[src/rtl/fifo_banco_pkg.sv]
// Shared sizing for the multi-channel FIFO bank.
// Channel count, depth, word width and derived pointer/count widths.
package fifo_banco_pkg;
  localparam int NUM_CH    = 4;
  localparam int MEM_SIZE  = 8;
  localparam int WORD_SIZE = 6;
  localparam int PTR_L     = $clog2(MEM_SIZE);
  localparam int CH_L      = $clog2(NUM_CH);
  localparam int CNT_W     = PTR_L + 1;
endpackage

[src/rtl/fifo_canal.sv]
// Single-channel FIFO: pointers, occupancy count, status flags and
// a sticky overflow/underflow error bit.
module fifo_canal
  import fifo_banco_pkg::*;
#(
  parameter int MEM_SIZE  = fifo_banco_pkg::MEM_SIZE,
  parameter int WORD_SIZE = fifo_banco_pkg::WORD_SIZE,
  parameter int PTR_L     = $clog2(MEM_SIZE)
) (
  input  logic                 clk,
  input  logic                 reset,
  input  logic                 wr_en,
  input  logic                 rd_en,
  input  logic [WORD_SIZE-1:0] din,
  input  logic [PTR_L:0]       empty_thr,
  input  logic [PTR_L:0]       full_thr,
  output logic [WORD_SIZE-1:0] dout,
  output logic                 rd_ok,
  output logic                 empty,
  output logic                 full,
  output logic                 almost_empty,
  output logic                 almost_full,
  output logic                 error
);
  localparam logic [PTR_L:0] FULL_CNT = (PTR_L+1)'(MEM_SIZE);

  logic [PTR_L-1:0]     wr_ptr_q, wr_ptr_d;
  logic [PTR_L-1:0]     rd_ptr_q, rd_ptr_d;
  logic [PTR_L:0]       count_q, count_d;
  logic                 error_q, error_d;
  logic                 wr_ok;
  logic [WORD_SIZE-1:0] mem_q [MEM_SIZE];

  assign empty        = (count_q == '0);
  assign full         = (count_q == FULL_CNT);
  assign almost_empty = (count_q <= empty_thr);
  assign almost_full  = (count_q >= full_thr);
  assign error        = error_q;
  assign dout         = mem_q[rd_ptr_q];

  // A read on a full channel frees the slot the write lands in.
  assign rd_ok = rd_en && !empty;
  assign wr_ok = wr_en && (!full || rd_en);

  always_comb begin
    wr_ptr_d = wr_ptr_q;
    rd_ptr_d = rd_ptr_q;
    count_d  = count_q;
    error_d  = error_q | (wr_en & ~wr_ok) | (rd_en & ~rd_ok);
    if (wr_ok) wr_ptr_d = wr_ptr_q + PTR_L'(1);
    if (rd_ok) rd_ptr_d = rd_ptr_q + PTR_L'(1);
    unique case ({wr_ok, rd_ok})
      2'b10:   count_d = count_q + (PTR_L+1)'(1);
      2'b01:   count_d = count_q - (PTR_L+1)'(1);
      default: count_d = count_q;
    endcase
  end

  always_ff @(posedge clk) begin
    if (reset) begin
      wr_ptr_q <= '0;
      rd_ptr_q <= '0;
      count_q  <= '0;
      error_q  <= 1'b0;
    end else begin
      wr_ptr_q <= wr_ptr_d;
      rd_ptr_q <= rd_ptr_d;
      count_q  <= count_d;
      error_q  <= error_d;
    end
  end

  always_ff @(posedge clk) begin
    if (!reset && wr_ok) mem_q[wr_ptr_q] <= din;
  end
endmodule

[src/rtl/fifo_banco_canales.sv]
// Bank of independent FIFOs behind one write port and one read port,
// with a registered read-data stage and valid strobe.
module fifo_banco_canales
  import fifo_banco_pkg::*;
#(
  parameter int NUM_CH    = fifo_banco_pkg::NUM_CH,
  parameter int MEM_SIZE  = fifo_banco_pkg::MEM_SIZE,
  parameter int WORD_SIZE = fifo_banco_pkg::WORD_SIZE,
  parameter int PTR_L     = $clog2(MEM_SIZE),
  parameter int CH_L      = $clog2(NUM_CH)
) (
  input  logic                 clk,
  input  logic                 reset,
  input  logic [WORD_SIZE-1:0] fifo_data_in,
  input  logic                 fifo_wr,
  input  logic [CH_L-1:0]      wr_ch,
  input  logic                 fifo_rd,
  input  logic [CH_L-1:0]      rd_ch,
  input  logic [PTR_L:0]       empty_threshold,
  input  logic [PTR_L:0]       full_threshold,
  output logic [WORD_SIZE-1:0] fifo_data_out,
  output logic                 valid_out,
  output logic [NUM_CH-1:0]    fifo_empty,
  output logic [NUM_CH-1:0]    fifo_full,
  output logic [NUM_CH-1:0]    almost_empty,
  output logic [NUM_CH-1:0]    almost_full,
  output logic [NUM_CH-1:0]    error
);
  logic [NUM_CH-1:0]    wr_sel, rd_sel, rd_ok;
  logic [WORD_SIZE-1:0] rd_data [NUM_CH];
  logic [WORD_SIZE-1:0] data_q, data_d;
  logic                 valid_q, valid_d;

  always_comb begin
    wr_sel = '0;
    rd_sel = '0;
    if (fifo_wr) wr_sel[wr_ch] = 1'b1;
    if (fifo_rd) rd_sel[rd_ch] = 1'b1;
  end

  for (genvar c = 0; c < NUM_CH; c++) begin : g_ch
    fifo_canal #(
      .MEM_SIZE (MEM_SIZE),
      .WORD_SIZE(WORD_SIZE),
      .PTR_L    (PTR_L)
    ) u_canal (
      .clk         (clk),
      .reset       (reset),
      .wr_en       (wr_sel[c]),
      .rd_en       (rd_sel[c]),
      .din         (fifo_data_in),
      .empty_thr   (empty_threshold),
      .full_thr    (full_threshold),
      .dout        (rd_data[c]),
      .rd_ok       (rd_ok[c]),
      .empty       (fifo_empty[c]),
      .full        (fifo_full[c]),
      .almost_empty(almost_empty[c]),
      .almost_full (almost_full[c]),
      .error       (error[c])
    );
  end

  // Only the selected channel can report an accepted read.
  always_comb begin
    valid_d = |rd_ok;
    data_d  = valid_d ? rd_data[rd_ch] : data_q;
  end

  always_ff @(posedge clk) begin
    if (reset) begin
      data_q  <= '0;
      valid_q <= 1'b0;
    end else begin
      data_q  <= data_d;
      valid_q <= valid_d;
    end
  end

  assign fifo_data_out = data_q;
  assign valid_out     = valid_q;
endmodule

[config.mk]
export PLATFORM = sky130hd
export DESIGN_NAME = fifo_banco_canales
export DESIGN_NICKNAME = d
export VERILOG_FILES = /design/src/rtl/fifo_banco_pkg.sv /design/src/rtl/fifo_canal.sv /design/src/rtl/fifo_banco_canales.sv
export SDC_FILE = /design/constraint.sdc
export NUM_CORES = 1
export LEC_CHECK = 0
export ABC_AREA = 0
export BUFFER_PORTS_ARGS = -buffer_cell sky130_fd_sc_hd__buf_2
export CELL_PAD_IN_SITES_DETAIL_PLACEMENT = 1
export CELL_PAD_IN_SITES_GLOBAL_PLACEMENT = 2
export CORE_UTILIZATION = 45
export CTS_BUF_LIST = sky130_fd_sc_hd__clkbuf_16
export DETAILED_ROUTE_END_ITERATION = 16
export GPL_ROUTABILITY_DRIVEN = 0
export PLACE_DENSITY = 0.78
export SETUP_SLACK_MARGIN = 0.1
export SLEW_MARGIN = 20
export SYNTH_ARGS = -nofsm -noshare
export SYNTH_HDL_FRONTEND = slang
export SYNTH_HIERARCHICAL = 1
export SYNTH_SLANG_ARGS = --single-unit
[constraint.sdc]
create_clock -name clk -period 3.82 [get_ports clk]
set_input_delay 0.573 -clock clk [delete_from_list [all_inputs] [get_ports clk]]
set_output_delay 0.573 -clock clk [all_outputs]
set_load 0.005 [all_outputs]
# Yosys cells after proc, flatten, opt, wreduce, memory -nomap -nowiden
# Memories as Yosys holds them, arrays and structs flattened. A register that Yosys moved wholly into a read port is not among the register bits.
# Index checks and enable logic that the tools add are counted.
# Widths: inputs -> output; s select.
# totals
reg_bits	51
memories	4
word_cells	153
mem_bits_rw	192
inputBits	22
output_inout_bits	27
# op_classes
order_cmp	13
muxes	29
n_reduce_logical	36
n_eq_ne	12
addsub	16
n_bitwise	25
# memory_table
memory	words	word_bits	rd	rd_clocked_by_memory_dff	write_ports	line	text
g_ch[0].u_canal.mem_q	8	6	1	1	1	fifo_canal.sv:32	logic [WORD_SIZE-1:0] mem_q [MEM_SIZE];
g_ch[1].u_canal.mem_q	8	6	1	1	1	fifo_canal.sv:32	
g_ch[2].u_canal.mem_q	8	6	1	1	1	fifo_canal.sv:32	
g_ch[3].u_canal.mem_q	8	6	1	1	1	fifo_canal.sv:32	
# ops
operator	n
$pmux 4 s2	4
$add 3x1->3 const B	8
$mux 3	8
$add 4x1->4 const B	4
$eq 4x4->1 const B	4
$ge 4x4->1	4
$le 4x4->1	4
$logic_not 4->1	4
$sub 4x1->4 const B	4
$logic_and 1x1->1	14
$bmux 6 s2	1
$mux 6	2
$mux 1	10
$logic_not 1->1	9
$and 1x1->1	8
$eq 2x1->1 const B	4
$eq 2x2->1 const B	4
$mux 4	2
$not 1->1	8
$or 1x1->1	8
$reduce_bool 2->1	4
$lt 2x3->1 const B	2
$demux 1 s2	2
$ge 2x1->1 const B	2
4 further kinds	7

# Depth between registers and ports, before layout
# Gate-level depths: netlist of run 1.
# logic_depth
word_depth	11
depth_mapped	12
ltp_nobuf	11

# Modules after synthesis
# Netlist of run 1, hierarchy kept.
# by_module_without_submodules
module	instances	cells_each	seq_area_each_um2	area_per_inst_um2
fifo_canal (g_ch[1].u_canal ...)	3	177	1721.7	2706.3
fifo_canal (g_ch[0].u_canal)	1	178	1721.7	2706.3
fifo_banco_canales	1	34	140.1	421.7

# Worst setup path after synthesis of run 1
# No wires, ideal clock.
# synth_timing
kind	input-to-reg
start	input rd_ch[1]
end	register g_ch[0].u_canal.count_q[3]
setup_time_ns	0.070
required_ns	3.750
n_path_buf	1
arrival_time_ns	2.873
path_stages	10
setup_slack_ns	0.878
path_cell_list	clkbuf_1 -> nor3b_1 -> nand2b_1 -> o21ai_4 -> ha_1 -> ha_1 -> a21oi_1 -> a21oi_1 -> or4_1 -> a21oi_1
# synth_between
elab_chain_len	9
word_cells_on_any_way	13
cone_classes	order compare: 2; eq/ne: 2; mux: 4; reduce/logical: 5
# synth_rtl
element	line	text
start, declared	fifo_banco_canales.sv:18	input logic [CH_L-1:0] rd_ch,
$lt 2x3->1 (implied by the code) / $ge 2x1->1 (equally long branches)	fifo_banco_canales.sv:38	if (fifo_rd) rd_sel[rd_ch] = 1'b1;
$logic_and 1x1->1 (implied by the code)	fifo_banco_canales.sv:38	
$mux 1 (implied by the code)	fifo_banco_canales.sv:38	
$demux 1 s2 *	fifo_banco_canales.sv:38	
$mux 4 *	fifo_banco_canales.sv:38	
via rd_sel[0]	fifo_banco_canales.sv:29	logic [NUM_CH-1:0] wr_sel, rd_sel, rd_ok;
$logic_or 1x1->1	fifo_canal.sv:43	assign wr_ok = wr_en && (!full || rd_en);
$logic_and 1x1->1	fifo_canal.sv:43	
$eq 2x1->1 / $eq 2x2->1 (equally long branches)	fifo_canal.sv:52	unique case ({wr_ok, rd_ok})
$pmux 4 s2 / $reduce_bool 2->1 (equally long branches)	-	
end signal, assigned	fifo_canal.sv:68	count_q <= count_d;
end, declared	fifo_canal.sv:29	logic [PTR_L:0] count_q, count_d;
# Mark *: on every way through the listed nets, which the timed path passes. The rest lies on a longest branch.
# A chain may end at the register's enable or synchronous reset.

# Final worst setup path of run 1
# layout_timing
start	register g_ch[2].u_canal.count_q[1]
end	register g_ch[2].u_canal.count_q[3]
# layout_between
word_cells_on_any_way	13
cone_classes	add/sub: 2; eq/ne: 3; mux: 1; reduce/logical: 7
# layout_rtl
element	line	text
start, declared	fifo_canal.sv:29	
start signal, assigned	fifo_canal.sv:68	
$logic_not 4->1 *	fifo_canal.sv:34	assign empty = (count_q == '0);
$logic_not 1->1 *	fifo_canal.sv:42	assign rd_ok = rd_en && !empty;
$logic_and 1x1->1 *	fifo_canal.sv:42	
via rd_ok[2]	fifo_banco_canales.sv:29	
$eq 2x1->1 / $eq 2x2->1 (equally long branches)	fifo_canal.sv:52	
$pmux 4 s2 / $reduce_bool 2->1 (equally long branches)	-	
# Marked as above.

==> results of run 1 <==
==> layer usage <==
layer / up-vias / global-route usage [%]
met4: 2 / 5.28
met5: - / 0
met1: 3232 / 25.7
met2: 154 / 34.1
met3: 27 / 3.30
li1: 2929 / -
==> power by group through the flow <==
stage	combinational [uW]	sequential, uW	clock, uW
CTS	272	3020	2690
floorplan	170	3070	0
global route	298	3020	2780
finish	266	3020	2640
detailed placement	270	3080	0
global placement	253	3080	0
==> cell type report <==
type	count	area, um2	share of cell area (%)
clock buffers	27	676	5.30
clock inverters	19	220	1.73
inverters	44	165	1.30
multi-input cells	414	3910	30.7
flip-flops and latches	255	7030	55.2
well taps	324	405	3.18
repair buffers	61	338	2.65
==> worst paths after layout <==
path	from	endpoint	slack (ns)	depth (start not counted)
worst max-delay path	g_ch[2].u_canal/count_q[1]	g_ch[2].u_canal/count_q[3]	0.89	9
worst min-delay path	g_ch[0].u_canal/error	g_ch[0].u_canal/error	0.47	2
worst max register to register	g_ch[2].u_canal/count_q[1]	g_ch[2].u_canal/count_q[3]	0.89	9
worst min register to register	g_ch[0].u_canal/error	g_ch[0].u_canal/error	0.47	2
==> cells by family after synthesis <==
family,Yosys count,share of synthesized area [%]
xor+xnor,24,1.87
buf+inv,74,2.85
flops,255,62.5
simple gates,170,7.38
fa+ha+maj,56,6.50
mux,86,13.9
compound gates,78,5.01
==> sequential cells by signal (all words and copies together) (netlist names), named ones only <==
name,cells
g_ch.u_canal/mem_q,192
g_ch.u_canal/count_q,16
g_ch.u_canal/rd_ptr_q,12
g_ch.u_canal/wr_ptr_q,12
fifo_data_out,6
g_ch.u_canal/error,4
valid_out,1
==> synthesized netlist by cell type, drive strengths merged <==
master  number
mux4        54
o211ai      12
or4          4
inv         44
o31ai        4
nor4b        3
nand2b      12
clkbuf      13
a21oi       24
buf         17
fa           4
a22o         6
o21ai       12
mux2        24
nor3        13
nand2       10
nor2        88
o21a         8
and3         6
nand4        4
edfxtp     192
xor2        24
ha          52
dfxtp       63
a21o        12
nand3        4
mux2i        8
nor4         4
or3          5
and3b        2
nand3b       8
nor2b        5
nor3b        2
==> metrics by stage <==
| stage | cell area, um2 | instances | util (%) |
|---|---|---|---|
| global route | 12700 | 1144 | 52.2 |
| floorplan | 11200 | 743 | - |
| finish | 12700 | 1144 | 52.2 |
| global placement | 11800 | 1098 | 48.5 |
| detailed placement | 11800 | 1098 | 48.5 |
| CTS | 12700 | 1144 | 52.2 |
==> worst register-to-register path, cell delays in order, from the launching register on <==
cell and delay (ns):
dfxtp_1 0.38, or3_1 0.56, o21ai_2 0.28, inv_1 0.11, ha_1 0.25, ha_1 0.34
a21oi_1 0.19, a21oi_1 0.11, or4_1 0.47, a21oi_1 0.16
==> results.md, run 1 <==
- Run status: completed
- Max Used Layer: met5
- Clk buf depth: 3
- Nets: a little under 900
- Logic gate share of total power: under 10%
- Final worst path period need: around 3 ns
- CP max FO: 8
- Worst setup SP type: flop
- Sum of buffers and inverters on the critical path: 1
- Routed via count: between 6k and 7k
- Clock tree from TritonCTS: yes
- Hold bufs inserted after CTS: 0
- Min-Delay Path Class: flop to flop
- #FFs+latches synth: approximately 260
- Final worst slack: slightly below 0.9 ns
- Most common cell after layout, fill and taps aside: edfxtp_1
- Layout fillers: about 2.4k
- Yosys cell types: 39
- Maxcap violations: 0
- Drt pass-1 iters: 5
- Avg WL per Cell: between 20 and 25 um
- Worst Tran Pin Value: 1.02 ns
- DRT antenna net count: 0
- Worst hold slack: 0.466 ns
- Root Buffer: clkbuf_16
- Mapped Cells: 743
- Cts repair resizes: 0
- RSZ-0062 raised after global routing: false
- Synth top area cells: edfxtp_1 (51%), dfxtp_1 (11%), mux4_2 (11%), ha_1 (5.8%), nor2_1 (2.9%)
- Switch Pwr: 1210 uW
- Yosys top cell area share: 51.3%
- Horiz. Die Dim: ~160 um
- Final Hold Viols: 0
- Cell-by-cell trace of the critical path: or3_1, o21ai_2, inv_1, ha_1, ha_1, a21oi_1, a21oi_1, or4_1, a21oi_1
- Total power: 5930 uW
- Skew final: between 0.01 and 0.015 ns
- Routed wl met3: 1.19 mm
- Synth area leader: edfxtp_1
- Max Clk Rate: approximately 340 MHz
- Number of diodes: 0
- Final slew viol count: 0
- Clock Pin Slew Worst Setup and Hold Paths: 0.06 ns
- Worst slack at placement: around 0.44 ns
- Register share of total power: 50.9%
- Initial core utilization: between 40% and 50%
- Port bufs: 48
- Sw Ratio: approximately a fifth
- Critical Path Sink Type: flop
- Worst rel slew slack: 31.8%
- Row count: 57
- First-pass GRT wire length: approximately 39 mm
- Die Footprint: 0.0256 mm2
- Highest-delay cell along the critical path: or3_1
- Cell Int Power: around 4700 uW
- DRC errors left: 0
- Skew-Pair Late Insertion Delay: between 0.5 and 0.6 ns
- Leakage: 0.00461 uW
- Metal1 wirelength: ~11 mm
- Layout cell share with drive strength beyond 1: a little under a quarter
- Commonest non-fill, non-tap cells in the layout: edfxtp_1 (192), nor2_1 (88), dfxtp_1 (63)
- Number of global-route vias before repair: 6,887
- Peak VDD IR: between 0.2 and 0.3 mV
- Core Footprint: 0.0244 mm2
- Synth warn: 6
- Pwr per Cell Area: approximately 470 mW/mm2
- Synthesized Nets: approximately 820
- First DRT Iteration DRCs: about 320
- Setup TNS: 0 ns
- CP top delay family: simple AND/OR/NAND/NOR gates
- Grt ovf: 0
- IO Count: 49
- Synthesized cell area: ~0.011 mm2
- Period utilization: 76.7%
- WP data arrival: approximately 3.4 ns
- Die Height: 160 um
- Final wirelength: ~24 mm
- Area growth, synth to finish: 13.3%
- WP data required: 4.26 ns
- Gr usage total: about a fifth
- Critical path class: flop to flop
- # clock sinks: approximately 260
- Clock power share: around 45%
- Routed vias/inst: roughly 5.5
- DR WL met2: ~12 mm
- Endpoints failing setup: 0
- Initial antenna violation count: 1
- Setup Buffers After CTS: 0
- Worst stage delay on the critical path: 0.56 ns
- Hpwl dp: between 15 and 20 mm
- Seq/Total Area, Yosys: a little over three fifths
- Max H-tree Level: 1
- Largest net degree at the start of global routing: 37
- CTS buffer count: 26
- Crit-path most repeated cell: a21oi_1
- Mean Syn Cell Area: ~15 um2
Power figures use the tool's default switching activity.
==> inputs of run 2 (changes only) <==
--- a/config.mk
+++ b/config.mk
@@ -9,11 +9,11 @@
 export BUFFER_PORTS_ARGS = -buffer_cell sky130_fd_sc_hd__buf_2
 export CELL_PAD_IN_SITES_DETAIL_PLACEMENT = 1
 export CELL_PAD_IN_SITES_GLOBAL_PLACEMENT = 2
-export CORE_UTILIZATION = 45
+export CORE_UTILIZATION = 41
 export CTS_BUF_LIST = sky130_fd_sc_hd__clkbuf_16
 export DETAILED_ROUTE_END_ITERATION = 16
 export GPL_ROUTABILITY_DRIVEN = 0
-export PLACE_DENSITY = 0.78
+export PLACE_DENSITY = 0.75
 export SETUP_SLACK_MARGIN = 0.1
 export SLEW_MARGIN = 20
 export SYNTH_ARGS = -nofsm -noshare
==> constraint.sdc (replaced) <==
create_clock -name clk -period 2.69 [get_ports clk]
set_input_delay 0.4035 -clock clk [delete_from_list [all_inputs] [get_ports clk]]
set_output_delay 0.4035 -clock clk [all_outputs]
set_load 0.005 [all_outputs]
==> results.md, run 2 (same netlist as run 1, synthesis figures left out) <==
- IO Count: 49 (unchanged)
- WP data arrival: 2.95 ns (-0.42 ns)
- Metal1 wirelength: 10.8 mm (+3.0%)
- Pwr per Cell Area: 634 mW/mm2 (+36%)
- Avg WL per Cell: 21.0 um (-1.9%)
- Clock Pin Slew Worst Setup and Hold Paths: 0.06 ns (about the same)
- Nets: 921 (+4.7%)
- Max reg flops: 192 (unchanged)
- Final slew viol count: 0 (unchanged)
- Cell-by-cell trace of the critical path: or3_4, buf_4, o21ai_4, ha_4, ha_4, a21oi_2, a21oi_1, or4_4, a21oi_2
- Max Clk Rate: 401 MHz (+17%)
- Grt ovf: 0 (unchanged)
- First-pass GRT wire length: 39.4 mm (+1.9%)
- Run status: completed
- Biggest regs: g_ch.u_canal/mem_q x192, g_ch.u_canal/count_q x16
- Critical Path Sink Type: flop
- Hold Path Cell Cnt: 2 (unchanged)
- Endpoints failing setup: 0 (unchanged)
- Maxcap violations: 0 (unchanged)
- Reg2Reg Depth: 9 (unchanged)
- Final Hold Viols: 0 (unchanged)
- Largest net degree at the start of global routing: 33 (-11%)
- Worst setup SP type: flop
- Period utilization: 92.8% (+16 points)
- Routed via count: 6,489 (+2.3%)
- CP max FO: 5 (-3)
- R2r startpoint: g_ch[1].u_canal/count_q[2]
- DRC errors left: 0 (unchanged)
- Layout cell share with drive strength beyond 1: 29.1% (+5.9 points)
- Hpwl dp: 17.8 mm (+2.9%)
- Highest-delay cell along the critical path: or4_4
- Routed wl met3: 1.13 mm (-5.2%)
- Most common cell after layout, fill and taps aside: edfxtp_1
- Area growth, synth to finish: 17.1%
- CP top delay family: simple AND/OR/NAND/NOR gates
- Initial core utilization: 41.7% (-4.4 points)
- Hold bufs inserted after CTS: 0 (unchanged)
- Die Height: 168 um (+4.7%)
- Peak VDD IR: 0.343 mV (+22%)
- RSZ-0062 raised after global routing: true
- Number of global-route vias before repair: 7,072 (+2.7%)
- Final worst path period need: 2.50 ns (-0.434 ns)
- Skew-Pair Late Insertion Delay: 0.52 ns (about the same)
- Die Footprint: 0.0281 mm2 (+9.6%)
- Initial antenna violation count: 1 (unchanged)
- Hold Path End: g_ch[1].u_canal/wr_ptr_q[1]
- DRT antenna net count: 0 (unchanged)
- Core Util, Final: 48.9% (-3.4 points)
- Leakage: 0.00480 uW (+4.1%)
- Worst Tran Pin Value: 0.678 ns (-0.337 ns)
- Commonest non-fill, non-tap cells in the layout: edfxtp_1 (192), nor2_1 (88), dfxtp_1 (59)
- Skew final: 0.00694 ns (-0.00756 ns)
- Drt pass-1 iters: 5 (unchanged)
- CTS buffer count: 26 (unchanged)
- Hold_sp: reset
- Biggest register: g_ch.u_canal/mem_q
- Min-Delay Path Class: primary input to flop
- Reg2reg setup slack: 0.19 ns (-0.70 ns)
- Gr usage total: 18.3% (-1.4 points)
- Worst hold slack: 0.407 ns (-0.0596 ns)
- Max Used Layer: met4
- Final wirelength: 25.3 mm (+3.3%)
- WP data required: 3.14 ns (-1.12 ns)
- Core Footprint: 0.0270 mm2 (+10%)
- Root Buffer: clkbuf_16
- First DRT Iteration DRCs: 355 (+10%)
- Worst stage delay on the critical path: 0.50 ns (-0.06 ns)
- Row count: 60 (+5.3%)
- Routed vias/inst: 5.39 (-2.9%)
- Sum of buffers and inverters on the critical path: 1 (unchanged)
- Horiz. Die Dim: 168 um (+4.7%)
- Critical path class: flop to flop
- Critical R2R Capture: g_ch[1].u_canal/count_q[3]
- Clk buf depth: 3 (unchanged)
- DR WL met2: 12.7 mm (+3.5%)
- Port bufs: 48 (unchanged)
- # clock sinks: 255 (unchanged)
- Max H-tree Level: 1 (unchanged)
- Clock tree from TritonCTS: yes
- Worst rel slew slack: 54.7% (+23 points)
run 2: cell types whose count changed in the layout (fill, tap and decap cells not counted), sizes merged:
cell	change
buf	+41
bufinv	-1
clkinv	+6
clkinvlp	-1
diode	+1
inv	-2
run 2: layout make-up:
class / count / area, um2
inverter: 44 / 165
tap: 341 / 427
antenna: 1 / 2.50
sequential: 255 / 7030
clock inverter: 21 / 195
multi-input combinational: 414 / 4030
fill: 2617 / 13800
timing repair buffer: 102 / 646
clock buffer: 27 / 676
run 2: worst max path at each step:
stage / cells past startpoint / end / slack [ns] / from
3_3_place_gp: 10 / g_ch[0].u_canal/count_q[3] / 0.06 / rd_ch[0]
4_1_cts: 9 / g_ch[1].u_canal/count_q[3] / 0.09 / g_ch[1].u_canal/count_q[0]
5_1_grt: 9 / g_ch[1].u_canal/count_q[3] / 0.09 / g_ch[1].u_canal/count_q[2]
2_1_floorplan: 10 / g_ch[0].u_canal/count_q[3] / 0.09 / rd_ch[1]
3_5_place_dp: 10 / g_ch[2].u_canal/count_q[3] / -0.01 / rd_ch[0]
6_report: 9 / g_ch[1].u_canal/count_q[3] / 0.19 / g_ch[1].u_canal/count_q[2]
run 2: routing by layer:
metal,global-route usage (%),vias to the layer above
met5,0,-
met3,2.25,37
met4,5.11,0
li1,-,3012
met1,23.1,3306
met2,32.9,134
run 2: stage by stage:
step | instances | TNS (ns) | power, uW | worst slack [ns] | instance area, um2
after floorplan | 743 | 0 | 4600 | 0.0929 | 11300
after global placement | 1155 | 0 | 4770 | 0.0583 | 12200
after detailed placement | 1155 | -0.0101 | 4800 | -0.0101 | 12200
after CTS | 1204 | 0 | 8430 | 0.0871 | 13100
after global routing | 1204 | 0 | 8610 | 0.0921 | 13200
final | 1205 | 0 | 8350 | 0.195 | 13200
run 2: what timing repair did:
action                                  4_1_cts  5_1_grt
pin swaps                                     1        2
endpoints found under the setup margin        3        8
buffers inserted                              1        0
resized for setup                             4       19
run 2: where the power goes:
group	total, uW	internal, uW	switching (uW)
sequential	4280	4260	23.4
clock	3630	2190	1440
combinational	438	186	251
total	8350	6640	1710
==> inputs of run 3 (changes only) <==
--- a/config.mk
+++ b/config.mk
@@ -5,15 +5,15 @@
 export SDC_FILE = /design/constraint.sdc
 export NUM_CORES = 1
 export LEC_CHECK = 0
-export ABC_AREA = 0
+export ABC_AREA = 1
 export BUFFER_PORTS_ARGS = -buffer_cell sky130_fd_sc_hd__buf_2
 export CELL_PAD_IN_SITES_DETAIL_PLACEMENT = 1
 export CELL_PAD_IN_SITES_GLOBAL_PLACEMENT = 2
-export CORE_UTILIZATION = 41
+export CORE_UTILIZATION = 37
 export CTS_BUF_LIST = sky130_fd_sc_hd__clkbuf_16
 export DETAILED_ROUTE_END_ITERATION = 16
 export GPL_ROUTABILITY_DRIVEN = 0
-export PLACE_DENSITY = 0.75
+export PLACE_DENSITY = 0.76
 export SETUP_SLACK_MARGIN = 0.1
 export SLEW_MARGIN = 20
 export SYNTH_ARGS = -nofsm -noshare
==> results.md, run 3 <==
- First DRT Iteration DRCs: 417 (+17%)
- Die Footprint: 0.0331 mm2 (+18%)
- Peak VDD IR: 0.519 mV (+51%)
- Critical Path Sink Type: output pin
- Post-route cell area: 0.0136 mm2 (+3.0%)
- Routed via count: 8,603 (+33%)
- Yosys top cell area share: 48.2% (-3.1 points)
- Biggest register: g_ch.u_canal/mem_q
- Die Height: 182 um (+8.5%)
- Commonest non-fill, non-tap cells in the layout: nor2_1 (234), edfxtp_1 (192), nand2_1 (143)
- Setup Buffers After CTS: 0 (-1)
- Gr usage total: 19.3% (+1.0 points)
- CTS buffer count: 28 (+7.7%)
- Avg WL per Cell: 18.2 um (-13%)
- Final wirelength: 31.0 mm (+23%)
- Metal1 wirelength: 14.3 mm (+31%)
- Maxcap violations: 0 (unchanged)
- Min-Delay Path Class: primary input to flop
- Final Hold Viols: 0 (unchanged)
- Worst slack at placement: -0.000365 ns (+0.00969 ns)
- Worst stage delay on the critical path: 0.49 ns (about the same)
- Synth warn: 6 (unchanged)
- Mean Syn Cell Area: 9.98 um2 (-34%)
- Max Used Layer: met4
- Routed wl met3: 1.08 mm (-3.7%)
- Endpoints failing setup: 0 (unchanged)
- WP data required: 2.29 ns (-0.85 ns)
- Hold bufs inserted after CTS: 0 (unchanged)
- Max Clk Rate: 442 MHz (+10%)
- Final slew viol count: 0 (unchanged)
- Max reg flops: 192 (unchanged)
- Core Util, Final: 42.8% (-6.1 points)
- Top-count cell post-synth: nor2_1
- Initial core utilization: 37.7% (-4.0 points)
- Final worst slack: 0.430 ns (+0.235 ns)
- Leakage: 0.00543 uW (+13%)
- Run status: completed
- Layout cell share with drive strength beyond 1: 15.0% (-14 points)
- Clock tree from TritonCTS: yes
- Commonest cells in the synthesized netlist: nor2_1 (234), edfxtp_1 (192), nand2_1 (143)
- Drt pass-1 iters: 4 (-1)
- Clk buf depth: 3 (unchanged)
- # clock sinks: 255 (unchanged)
- Most common cell after layout, fill and taps aside: nor2_1
- Nets: 1,358 (+47%)
- Number of diodes: 0 (-1)
- Biggest regs: g_ch.u_canal/mem_q x192, g_ch.u_canal/count_q x16
- Root Buffer: clkbuf_16
- WP data arrival: 1.86 ns (-1.09 ns)
- CP max FO: 7 (+2)
- Post-DP Area: 0.0127 mm2 (+4.6%)
- Synth top area cells: edfxtp_1 (48%), dfxtp_1 (11%), nor2_1 (7.3%), o21ai_0 (5.6%), ha_1 (5.4%)
- IO Count: 49 (unchanged)
- Skew-Pair Late Insertion Delay: 0.55 ns (+0.03 ns)
- Routed vias/inst: 5.05 (-6.2%)
- Initial antenna violation count: 0 (-1)
- Mapped Cells: 1,198 (+61%)
- Cell-by-cell trace of the critical path: ha_1, inv_1, nor2_1, o211ai_1, nand3_1, buf_2
- Post-synth EDFFs: 192 (unchanged)
- Worst setup SP type: flop
- Largest net degree at the start of global routing: 33 (unchanged)
- Skew final: 0.0130 ns (+0.00608 ns)
- FFs w/ async S/R, synth: 0% (unchanged)
- Yosys cell types: 32 (-18%)
- Worst rel slew slack: 44.8% (-9.9 points)
- Port bufs: 48 (unchanged)
- Period utilization: 84.0% (-8.7 points)
- Final worst path period need: 2.26 ns (-0.235 ns)
- #FFs+latches synth: 255 (unchanged)
- Area growth, synth to finish: 13.4%
- Row count: 65 (+8.3%)
- First-pass GRT wire length: 49.6 mm (+26%)
- Critical path class: flop to output pin
- Max H-tree Level: 1 (unchanged)
- Cts repair resizes: 0 (-4)
- Core Footprint: 0.0317 mm2 (+18%)
- Number of global-route vias before repair: 8,909 (+26%)
- Synthesized cell area: 0.0120 mm2 (+6.4%)
- Clock Pin Slew Worst Setup and Hold Paths: 0.06 ns (about the same)
- DRT antenna net count: 0 (unchanged)
- Seq/Total Area, Yosys: 58.7% (-3.7 points)
- Synthesized Nets: 1,276 (+55%)
- Horiz. Die Dim: 182 um (+8.5%)
- Grt ovf: 0 (unchanged)
- Synth area leader: edfxtp_1
- Highest-delay cell along the critical path: dfxtp_1
- DRC errors left: 0 (unchanged)
- DR WL met2: 15.2 mm (+19%)
- Top_reg_cell synth: edfxtp_1
- Pwr per Cell Area: 650 mW/mm2 (+2.6%)
- Worst Tran Pin Value: 0.827 ns (+0.149 ns)
- Hpwl dp: 21.6 mm (+21%)
- RSZ-0062 raised after global routing: false
==> run 3: layout make-up <==
| class | instances | area (um2) |
|---|---|---|
| fill | 3615 | 18200 |
| sequential | 255 | 7030 |
| multi-input combinational | 802 | 4300 |
| clock buffer | 29 | 726 |
| timing repair buffer | 84 | 510 |
| tap | 402 | 503 |
| inverter | 109 | 409 |
| clock inverter | 23 | 96.3 |
==> run 3: worst max-delay path, delay by kind of cell, from the launching register on <==
kind / cells / cell delay, ns
simple gates: 2 / 0.17
flops: 1 / 0.49
buf+inv: 2 / 0.21
fa+ha+maj: 1 / 0.31
compound gates: 1 / 0.15
==> run 3: where the power goes <==
group / internal (uW) / switching (uW)
logic: 339 / 625
clock network: 1930 / 1540
registers: 4300 / 89.7
==> run 3: cells by family (layout without fill, tap and decap cells) <==
| kind of cell | count (synthesis) | after routing | synth area share [%] |
|---|---|---|---|
| fa+ha+maj | 56 | 56 | 6.11 |
| simple gates | 509 | 509 | 19.2 |
| compound gates | 221 | 221 | 9.48 |
| buf+inv | 141 | 245 | 5.35 |
| xor+xnor | 16 | 16 | 1.17 |
| flops | 255 | 255 | 58.7 |
==> run 3: worst paths after layout <==
check | start | end | slack, ns | cells past startpoint
worst max-delay path | g_ch[0].u_canal/count_q[1] | almost_full[0] | 0.43 | 6
worst min-delay path | wr_ch[1] | g_ch[1].u_canal/wr_ptr_q[2] | 0.36 | 5
worst max register to register | g_ch[1].u_canal/count_q[3] | g_ch[1].u_canal/count_q[2] | 0.53 | 10
worst min register to register | g_ch[3].u_canal/rd_ptr_q[2] | g_ch[3].u_canal/rd_ptr_q[2] | 0.50 | 2
==> run 3: layer usage <==
| layer | vias to the layer above | global-route usage, % |
|---|---|---|
| li1 | 4236 | - |
| met1 | 4213 | 25.8 |
| met2 | 119 | 33.2 |
| met3 | 35 | 2.37 |
| met4 | 0 | 4.68 |
| met5 | - | 0 |
==> run 3: per-stage QoR <==
step / setup TNS (ns) / power, uW / hold slack [ns] / cells
global route: 0 / 9210 / 0.388 / 1704
global placement: 0 / 5430 / 0.492 / 1652
finish: 0 / 8820 / 0.362 / 1704
floorplan: 0 / 5060 / 0.457 / 1198
CTS: 0 / 8940 / 0.350 / 1704
detailed placement: -0.000365 / 5460 / 0.493 / 1652
